## config.mk

```make
export PLATFORM = sky130hd
export DESIGN_NAME = down_timer_flat
export DESIGN_NICKNAME = d
export VERILOG_FILES = /design/src/rtl/down_timer_if.sv /design/src/rtl/down_timer.sv /design/src/flat_wrapper.sv
export SDC_FILE = /design/constraint.sdc
export NUM_CORES = 1
export LEC_CHECK = 0
export CORE_MARGIN = 1
export CORE_UTILIZATION = 55
export DETAILED_ROUTE_END_ITERATION = 6
export DONT_BUFFER_PORTS = 1
export HOLD_SLACK_MARGIN = 0.1
export PLACE_DENSITY = 0.67
export SYNTH_ARGS = -nofsm -noshare
export SYNTH_HDL_FRONTEND = slang
export SYNTH_SLANG_ARGS = --single-unit
```

## constraint.sdc

```tcl
create_clock -name clk -period 4.4 [get_ports clk]
set_clock_uncertainty 0.15 [all_clocks]
set_input_delay 0.88 -clock clk [delete_from_list [all_inputs] [get_ports clk]]
set_output_delay 0.88 -clock clk [all_outputs]
set_load 0.02 [all_outputs]
```

## src/rtl/down_timer_if.sv

```systemverilog
// down_timer_if: control/status bundle for down_timer.
// The pause signal exists only when DOWN_TIMER_PAUSE_EN is defined.
interface down_timer_if #(parameter int N = 8, parameter int P = 4);
   logic         start;
   logic         stop;
   logic         load;
   logic [N-1:0] d;
   logic [P-1:0] presc;
   logic         auto_reload;
   logic [N-1:0] q;
   logic         busy;
   logic         done;
   logic         zero_tick;
`ifdef DOWN_TIMER_PAUSE_EN
   logic         pause;
   modport master (output start, stop, load, d, presc, auto_reload, pause,
                   input q, busy, done, zero_tick);
   modport slave  (input start, stop, load, d, presc, auto_reload, pause,
                   output q, busy, done, zero_tick);
`else
   modport master (output start, stop, load, d, presc, auto_reload,
                   input q, busy, done, zero_tick);
   modport slave  (input start, stop, load, d, presc, auto_reload,
                   output q, busy, done, zero_tick);
`endif
endinterface

```

## src/rtl/down_timer.sv

```systemverilog
// down_timer: prescaled down counter with start/stop, auto-reload and one-cycle expiry pulse.
// Optional DOWN_TIMER_PAUSE_EN adds a pause input that freezes counting while RUN.
module down_timer #(
   parameter int N = 8,
   parameter int P = 4
) (
   input logic         clk,
   input logic         reset,
   down_timer_if.slave bus
);
   typedef enum logic {IDLE, RUN} state_t;
   state_t state, state_n;
   logic [N-1:0] q, q_n, rld, rld_n;
   logic [P-1:0] p_cnt, p_n;
   logic done, done_n, pause;
`ifdef DOWN_TIMER_PAUSE_EN
   assign pause = bus.pause;
`else
   assign pause = 1'b0;
`endif
   always_ff @(posedge clk) begin
      if (reset) begin
         state <= IDLE;
         q     <= '0;
         rld   <= '0;
         p_cnt <= '0;
         done  <= 1'b0;
      end else begin
         state <= state_n;
         q     <= q_n;
         rld   <= rld_n;
         p_cnt <= p_n;
         done  <= done_n;
      end
   end
   // Expiry is detected at q==1 so the count never wraps below zero.
   always_comb begin
      state_n = state;
      q_n     = q;
      rld_n   = rld;
      p_n     = p_cnt;
      done_n  = 1'b0;
      if (state == IDLE) begin
         if (bus.load) begin
            q_n   = bus.d;
            rld_n = bus.d;
         end else if (bus.start) begin
            if (q != '0) begin
               state_n = RUN;
               p_n     = bus.presc;
            end else begin
               done_n = 1'b1;
            end
         end
      end else if (bus.stop) begin
         state_n = IDLE;
      end else begin
         if (bus.load) rld_n = bus.d;
         if (!pause) begin
            if (p_cnt == '0) begin
               p_n = bus.presc;
               if (q > N'(1)) begin
                  q_n = q - N'(1);
               end else if (bus.auto_reload && rld != '0) begin
                  q_n    = rld;
                  done_n = 1'b1;
               end else begin
                  q_n     = '0;
                  state_n = IDLE;
                  done_n  = 1'b1;
               end
            end else begin
               p_n = p_cnt - P'(1);
            end
         end
      end
   end
   assign bus.q         = q;
   assign bus.busy      = (state == RUN);
   assign bus.done      = done;
   assign bus.zero_tick = (q == '0);
endmodule
```

## src/flat_wrapper.sv

```systemverilog
// flat-port wrapper written by rule: the top's interface ports become plain ports
module down_timer_flat 
#(
   parameter int N = 8,
   parameter int P = 4
)
  (clk, reset, bus_start, bus_stop, bus_load, bus_d, bus_presc, bus_auto_reload, bus_q, bus_busy, bus_done, bus_zero_tick);
  down_timer_if #(.N(N), .P(P)) bus_i ();
  input logic clk;
  input logic reset;
  input wire logic [$bits(bus_i.start)-1:0] bus_start;
  input wire logic [$bits(bus_i.stop)-1:0] bus_stop;
  input wire logic [$bits(bus_i.load)-1:0] bus_load;
  input wire logic [$bits(bus_i.d)-1:0] bus_d;
  input wire logic [$bits(bus_i.presc)-1:0] bus_presc;
  input wire logic [$bits(bus_i.auto_reload)-1:0] bus_auto_reload;
  output wire logic [$bits(bus_i.q)-1:0] bus_q;
  output wire logic [$bits(bus_i.busy)-1:0] bus_busy;
  output wire logic [$bits(bus_i.done)-1:0] bus_done;
  output wire logic [$bits(bus_i.zero_tick)-1:0] bus_zero_tick;
  assign bus_i.start = bus_start;
  assign bus_i.stop = bus_stop;
  assign bus_i.load = bus_load;
  assign bus_i.d = bus_d;
  assign bus_i.presc = bus_presc;
  assign bus_i.auto_reload = bus_auto_reload;
  assign bus_q = bus_i.q;
  assign bus_busy = bus_i.busy;
  assign bus_done = bus_i.done;
  assign bus_zero_tick = bus_i.zero_tick;
  down_timer #(.N(N), .P(P)) u_core (.clk(clk), .reset(reset), .bus(bus_i));
endmodule
```

==> flow_metrics.py, run 1 <==
metrics = {
    "yosys": {
        "synth_cell_types": 47,
        "ys_seq_elements": 22,
        "yosysWarnings": 0,
        "syn_area_per_cell_sq_um": 7.996,
        "synth-edff-count": 0,
        "yosysSeqAreaShare_pct": 30.77,
        "syn_inst": 179,
        "ys_async_sr_fraction_pct": 0,
        "synth-main-ff-cell": "dfxtp_1",
        "synth_nets": 201,
        "netlist_area_sq_mm": 0.001431,
    },
    "setup_path": {
        "worstPathRequired_ns": 3.37,
        "arrival_ns": 2.16,
        "path_class": "reg2out",
        "path_max_fanout": 10,
        "endpoint_kind": "primary output",
        "crit_slowest_cell": "or4_4",
        "crit_chain": "or4_4 -> nor3_1",
        "critPathTopFamily": "simple AND/OR/NAND/NOR gates",
        "cp.buffers_inverters": 0,
        "crit_path_max_incr_delay_ns": 0.69,
        "r2r_slack_ns": 1.90,
        "cp-start-kind": "flop",
    },
    "layout": {
        "n_fill_cell": 245,
        "finalNonFillerCells": 203,
        "nNetsFinal": 196,
        "finalInstanceArea_sq_mm": 0.001466,
        "drive_gt1_share_pct": 10.98,
        "antenna_cells": 0,
        "synthToLayoutAreaGrowth_pct": 2.448,
    },
    "clock_tree": {
        "cts_inserted_buffers": 3,
        "cts_tree": "yes",
        "clock_latency_ns": 0.33,
        "htreeDepth": 1,
        "path_clk_slew_ns": 0.14,
        "cts_hold_buf": 0,
        "clock_sinks": 22,
        "clockBufferDepth": 2,
        "cts_resized": 0,
        "cts_root_buf": "clkbuf_4",
        "post-cts-setup-buffer-count": 0,
    },
    "die": {
        "initial_utilization_pct": 57.78,
        "chipWidth_um": 53.02,
        "die_area_sq_mm": 0.002811,
        "num_rows": 18,
        "ios": 29,
        "die_h_um": 53.02,
        "core_area_sq_mm": 0.002477,
    },
    "route": {
        "antenna_left": 0,
        "routedWlPerCell_um": 18.16,
        "drc": 0,
        "vias": 1364,
        "drt_first_pass_iters": 4,
        "routed_wl_um": 3687,
        "drt_iter0_drc": 63,
        "viasPerCell": 6.719,
    },
    "sta": {
        "setup_viol": 0,
        "slew_headroom_pct": 35.75,
        "slew_violations": 0,
        "setup_tns_ns": 0,
        "fin_crit_sh_pct": 72.42,
        "rsz0062_at_grt": "false",
        "tightest_slew_ns": 0.9624,
        "max_clock_freq_mhz": 313.8,
        "hold_viol": 0,
        "timing.final.crit_period_ns": 3.186,
    },
    "placed_design": {
        "routabilityCongestion": 0.8730,
        "portBuffers": 0,
        "dp_hpwl_um": 2730,
        "place_inst": 199,
        "placed_cell_area_sq_mm": 0.001414,
    },
    "grt": {
        "antenna_found_initial": 0,
        "grt_usage_pct": 28.89,
        "overflow": 0,
        "grt_max_degree": 24,
        "grt_first_pass_wirelength_um": 5761,
        "grt_pass1_vias": 1246,
    },
    "run_status": {
        "status": "complete, no violations",
    },
    "power": {
        "cellPowerDensity_mw_per_mm2": 387.3,
        "peakVddDrop_v": 0.0003184,
        "p_leak_uw": 0.0005159,
    },
    "job": {
        "max-cap-violations": 0,
    },
    "min_path": {
        "hold_class": "reg2reg",
    },
}
area by class of cell:
cell class / count / area, sq um / area share (%)
clock inverters: 1 / 30.03 / 2.048
multi-input cells: 137 / 894.6 / 61.01
inverters: 9 / 33.78 / 2.304
well taps: 30 / 37.54 / 2.560
flip-flops and latches: 22 / 440.4 / 30.03
repair buffers: 1 / 7.507 / 0.5119
clock buffers: 3 / 22.52 / 1.536
cells in the final DEF (no fill, tap or decap), types with 2 or more instances in the layout:
cell type,netlist,routed
nor3_1,6,6
o311a_1,2,2
o31a_2,2,2
or2_2,3,3
nor4_1,7,7
a221oi_1,2,2
dfxtp_1,22,22
ha_1,4,4
a311o_1,2,2
a32o_1,2,2
and2_1,2,2
nor2_1,10,10
o41ai_2,4,4
a311oi_1,2,2
a21oi_1,12,12
mux2i_1,2,2
nand2_1,26,26
nor3b_1,3,3
inv_1,9,9
clkbuf_4,0,3
nand2b_1,4,4
nor2b_1,5,5
a22oi_1,2,2
nand3_1,7,7
o21ai_0,3,3
a31oi_1,5,5
xnor2_1,2,2
o211ai_1,2,2
final timing paths:
check / start / to / depth (start not counted)
worst max-delay path: u_core.bus.q[3] / bus_zero_tick / 2
worst min-delay path: u_core.rld[7] / u_core.rld[7] / 2
worst max register to register: u_core.bus.busy / u_core.bus.q[6] / 5
worst min register to register: u_core.rld[7] / u_core.rld[7] / 2
worst min-delay path, stage by stage (launching register included):
cell and delay (ns):
dfxtp_1 0.35, nand2_1 0.06, a21oi_1 0.05
stage by stage:
stage / power [uW] / util (%) / hold slack (ns) / setup slack, ns
after floorplan: 386.6 / - / 0.2991 / 1.632
final: 567.9 / 59.19 / 0.3367 / 1.214
after global placement: 404.0 / 57.07 / 0.3048 / 1.640
after global routing: 596.8 / 59.19 / 0.3563 / 1.150
after CTS: 568.3 / 59.19 / 0.3348 / 1.213
after detailed placement: 408.6 / 57.07 / 0.3162 / 1.583
kinds of logic after synthesis:
group,Yosys count,synth area share (%)
compound gates,49,27.27
xor+xnor,2,1.224
fa+ha+maj,4,3.497
buf+inv,20,6.731
flops,22,30.77
mux,2,1.399
simple gates,80,29.11
power by group:
| part | switching [uW] | total [uW] | internal [uW] |
|---|---|---|---|
| clock network | 68.1 | 160 | 92.3 |
| registers | 36.6 | 252 | 215 |
| logic | 92.0 | 155 | 63.5 |
synthesized netlist by cell type (2+ instances only):
| cell type | n | area (sq um) |
|---|---|---|
| nor4_1 | 7 | 43.79 |
| nor2_1 | 10 | 37.54 |
| nand2b_1 | 4 | 25.02 |
| nand2_1 | 26 | 97.59 |
| nor3b_1 | 3 | 22.52 |
| ha_1 | 4 | 50.05 |
| buf_6 | 2 | 22.52 |
| a311oi_1 | 2 | 17.52 |
| a21oi_1 | 12 | 60.06 |
| mux2i_1 | 2 | 20.02 |
| nand3_1 | 7 | 35.03 |
| a22oi_1 | 2 | 15.01 |
| a31oi_1 | 5 | 31.28 |
| or2_2 | 3 | 18.77 |
| a311o_1 | 2 | 20.02 |
| and2_1 | 2 | 12.51 |
| a221oi_1 | 2 | 17.52 |
| clkbuf_1 | 7 | 26.28 |
| nor3_1 | 6 | 30.03 |
| o211ai_1 | 2 | 15.01 |
| o41ai_2 | 4 | 65.06 |
| a32o_1 | 2 | 20.02 |
| xnor2_1 | 2 | 17.52 |
| o311a_1 | 2 | 20.02 |
| o31a_2 | 2 | 20.02 |
| dfxtp_1 | 22 | 440.4 |
| nor2b_1 | 5 | 31.28 |
| inv_1 | 9 | 33.78 |
| o21ai_0 | 3 | 15.01 |
registers in the layout, indices dropped and copies added (netlist names):
name	count
u_core.bus.busy	1
u_core.rld	8
u_core.p_cnt	4
u_core.bus.q	8
u_core.bus.done	1
per-layer routing:
layer  global-route usage (%)  share of wire (%)
met5                        0                  0
met4                    10.09                1.2
met3                    5.747                6.8
met2                    46.20                 48
met1                    38.22                 44
Power figures use the tool's default switching activity.
==> run 2, diff against run 1 <==
==> constraint.sdc (replaced) <==
create_clock -name clk -period 3.1 [get_ports clk]
set_clock_uncertainty 0.15 [all_clocks]
set_input_delay 0.62 -clock clk [delete_from_list [all_inputs] [get_ports clk]]
set_output_delay 0.62 -clock clk [all_outputs]
set_load 0.02 [all_outputs]
==> flow_metrics.py, run 2 (synthesis results as in run 1) <==
metrics = {
    "route": {
        "top_layer_used": "met4",
        "drt_iter0_drc": 37,
        "m1WireLength_um": 1671,
        "viasPerCell": 6.571,
        "met2_length_um": 1695,
        "vias": 1347,
        "routed_wl_um": 3590,
        "drt_first_pass_iters": 4,
        "antenna_left": 0,
        "drc": 0,
        "routedWlPerCell_um": 17.51,
        "wl_met3_um": 137,
    },
    "die": {
        "die_area_sq_mm": 0.002811,
        "num_rows": 18,
        "chipWidth_um": 53.02,
        "die_h_um": 53.02,
        "initial_utilization_pct": 57.78,
        "core_area_sq_mm": 0.002477,
        "ios": 29,
    },
    "clock_tree": {
        "post-cts-setup-buffer-count": 0,
        "clock_latency_ns": 0.32,
        "cts_inserted_buffers": 3,
        "cts_hold_buf": 0,
        "htreeDepth": 1,
        "cts_tree": "yes",
        "cts_root_buf": "clkbuf_4",
        "clockBufferDepth": 2,
        "path_clk_slew_ns": 0.14,
        "clock_sinks": 22,
        "cts_resized": 0,
    },
    "setup_path": {
        "path_max_fanout": 10,
        "worstPathRequired_ns": 2.33,
        "arrival_ns": 1.96,
        "endpoint_kind": "primary output",
        "path_class": "reg2out",
        "cp-start-kind": "flop",
    },
    "sta": {
        "slew_headroom_pct": 49.16,
        "setup_viol": 0,
        "max_clock_freq_mhz": 365.7,
        "fin_crit_sh_pct": 88.22,
        "tightest_slew_ns": 0.7556,
        "setup_tns_ns": 0,
        "timing.final.crit_period_ns": 2.735,
        "slew_violations": 0,
        "rsz0062_at_grt": "false",
        "hold_viol": 0,
    },
    "layout": {
        "drive_gt1_share_pct": 12.00,
        "top_regs": "u_core.bus.q: 8 flops, u_core.rld: 8 flops, u_core.p_cnt: 4 flops",
        "final_common_cell": "nand2_1",
        "multi_input_area_sq_um": 894.6,
        "layout_common_cells": "nand2_1, dfxtp_1, a21oi_1",
        "nNetsFinal": 198,
        "final-seq-area_sq_um": 440.4,
        "synthToLayoutAreaGrowth_pct": 3.496,
        "antenna_cells": 0,
        "final_util_pct": 59.80,
        "finalNonFillerCells": 205,
        "n_fill_cell": 250,
    },
    "placed_design": {
        "dp_hpwl_um": 2714,
        "place_inst": 201,
        "portBuffers": 0,
        "routabilityCongestion": 0.8452,
    },
    "grt": {
        "grt_first_pass_wirelength_um": 5823,
        "grt_usage_pct": 28.69,
        "overflow": 0,
        "grt_pass1_vias": 1282,
        "grt_max_degree": 23,
        "antenna_found_initial": 0,
    },
    "power": {
        "peakVddDrop_v": 0.0003404,
        "p_leak_uw": 0.0005264,
        "cellPowerDensity_mw_per_mm2": 546.6,
    },
    "job": {
        "max-cap-violations": 0,
    },
    "min_path": {
        "hold_class": "in2reg",
    },
    "run_status": {
        "status": "complete, no violations",
    },
}
run 2: cell types whose count changed in the layout (fill, tap and decap cells not counted), sizes merged:
cell  previous run  this run
buf              1         3
run 2: layout make-up:
cell class	instances	area share (%)
clock buffer	3	1.520
tap	30	2.534
multi-input combinational	137	60.39
sequential	22	29.73
clock inverter	1	2.027
timing repair buffer	3	1.520
inverter	9	2.280
run 2: power by group:
group	internal, uW	switching (uW)	total, uW
combinational	94.0	132	226
clock	131	99.0	230
sequential	306	47.6	354
run 2: routing by layer:
| layer | up-vias | GRT usage (%) |
|---|---|---|
| met3 | 9 | 4.310 |
| met2 | 28 | 46.84 |
| met5 | - | 0 |
| met4 | 0 | 10.53 |
| li1 | 660 | - |
| met1 | 650 | 37.80 |
run 2: worst max-delay path: stages, from the launching register on:
cell and delay [ns]:
dfxtp_1 0.48, or4_4 0.69, nor3_1 0.29, buf_4 0.20
run 2: metrics by stage:
step | hold slack, ns | setup slack [ns] | power [uW] | instance area, sq um
finish | 0.1904 | 0.3652 | 809.7 | 1481
global route | 0.1805 | 0.2902 | 849.6 | 1481
CTS | 0.1879 | 0.3765 | 810.8 | 1481
detailed placement | 0.3115 | 0.7451 | 582.9 | 1429
global placement | 0.3088 | 0.7851 | 577.1 | 1429
floorplan | 0.2991 | 0.5922 | 548.8 | 1431
run 2: worst paths after layout:
check | slack, ns | cells past startpoint | end | start
worst max-delay path | 0.37 | 3 | bus_zero_tick | u_core.bus.q[3]
worst min-delay path | 0.19 | 1 | u_core.rld[7] | reset
worst max register to register | 0.81 | 6 | u_core.bus.q[0] | u_core.bus.q[0]
worst min register to register | 0.33 | 2 | u_core.rld[7] | u_core.rld[7]
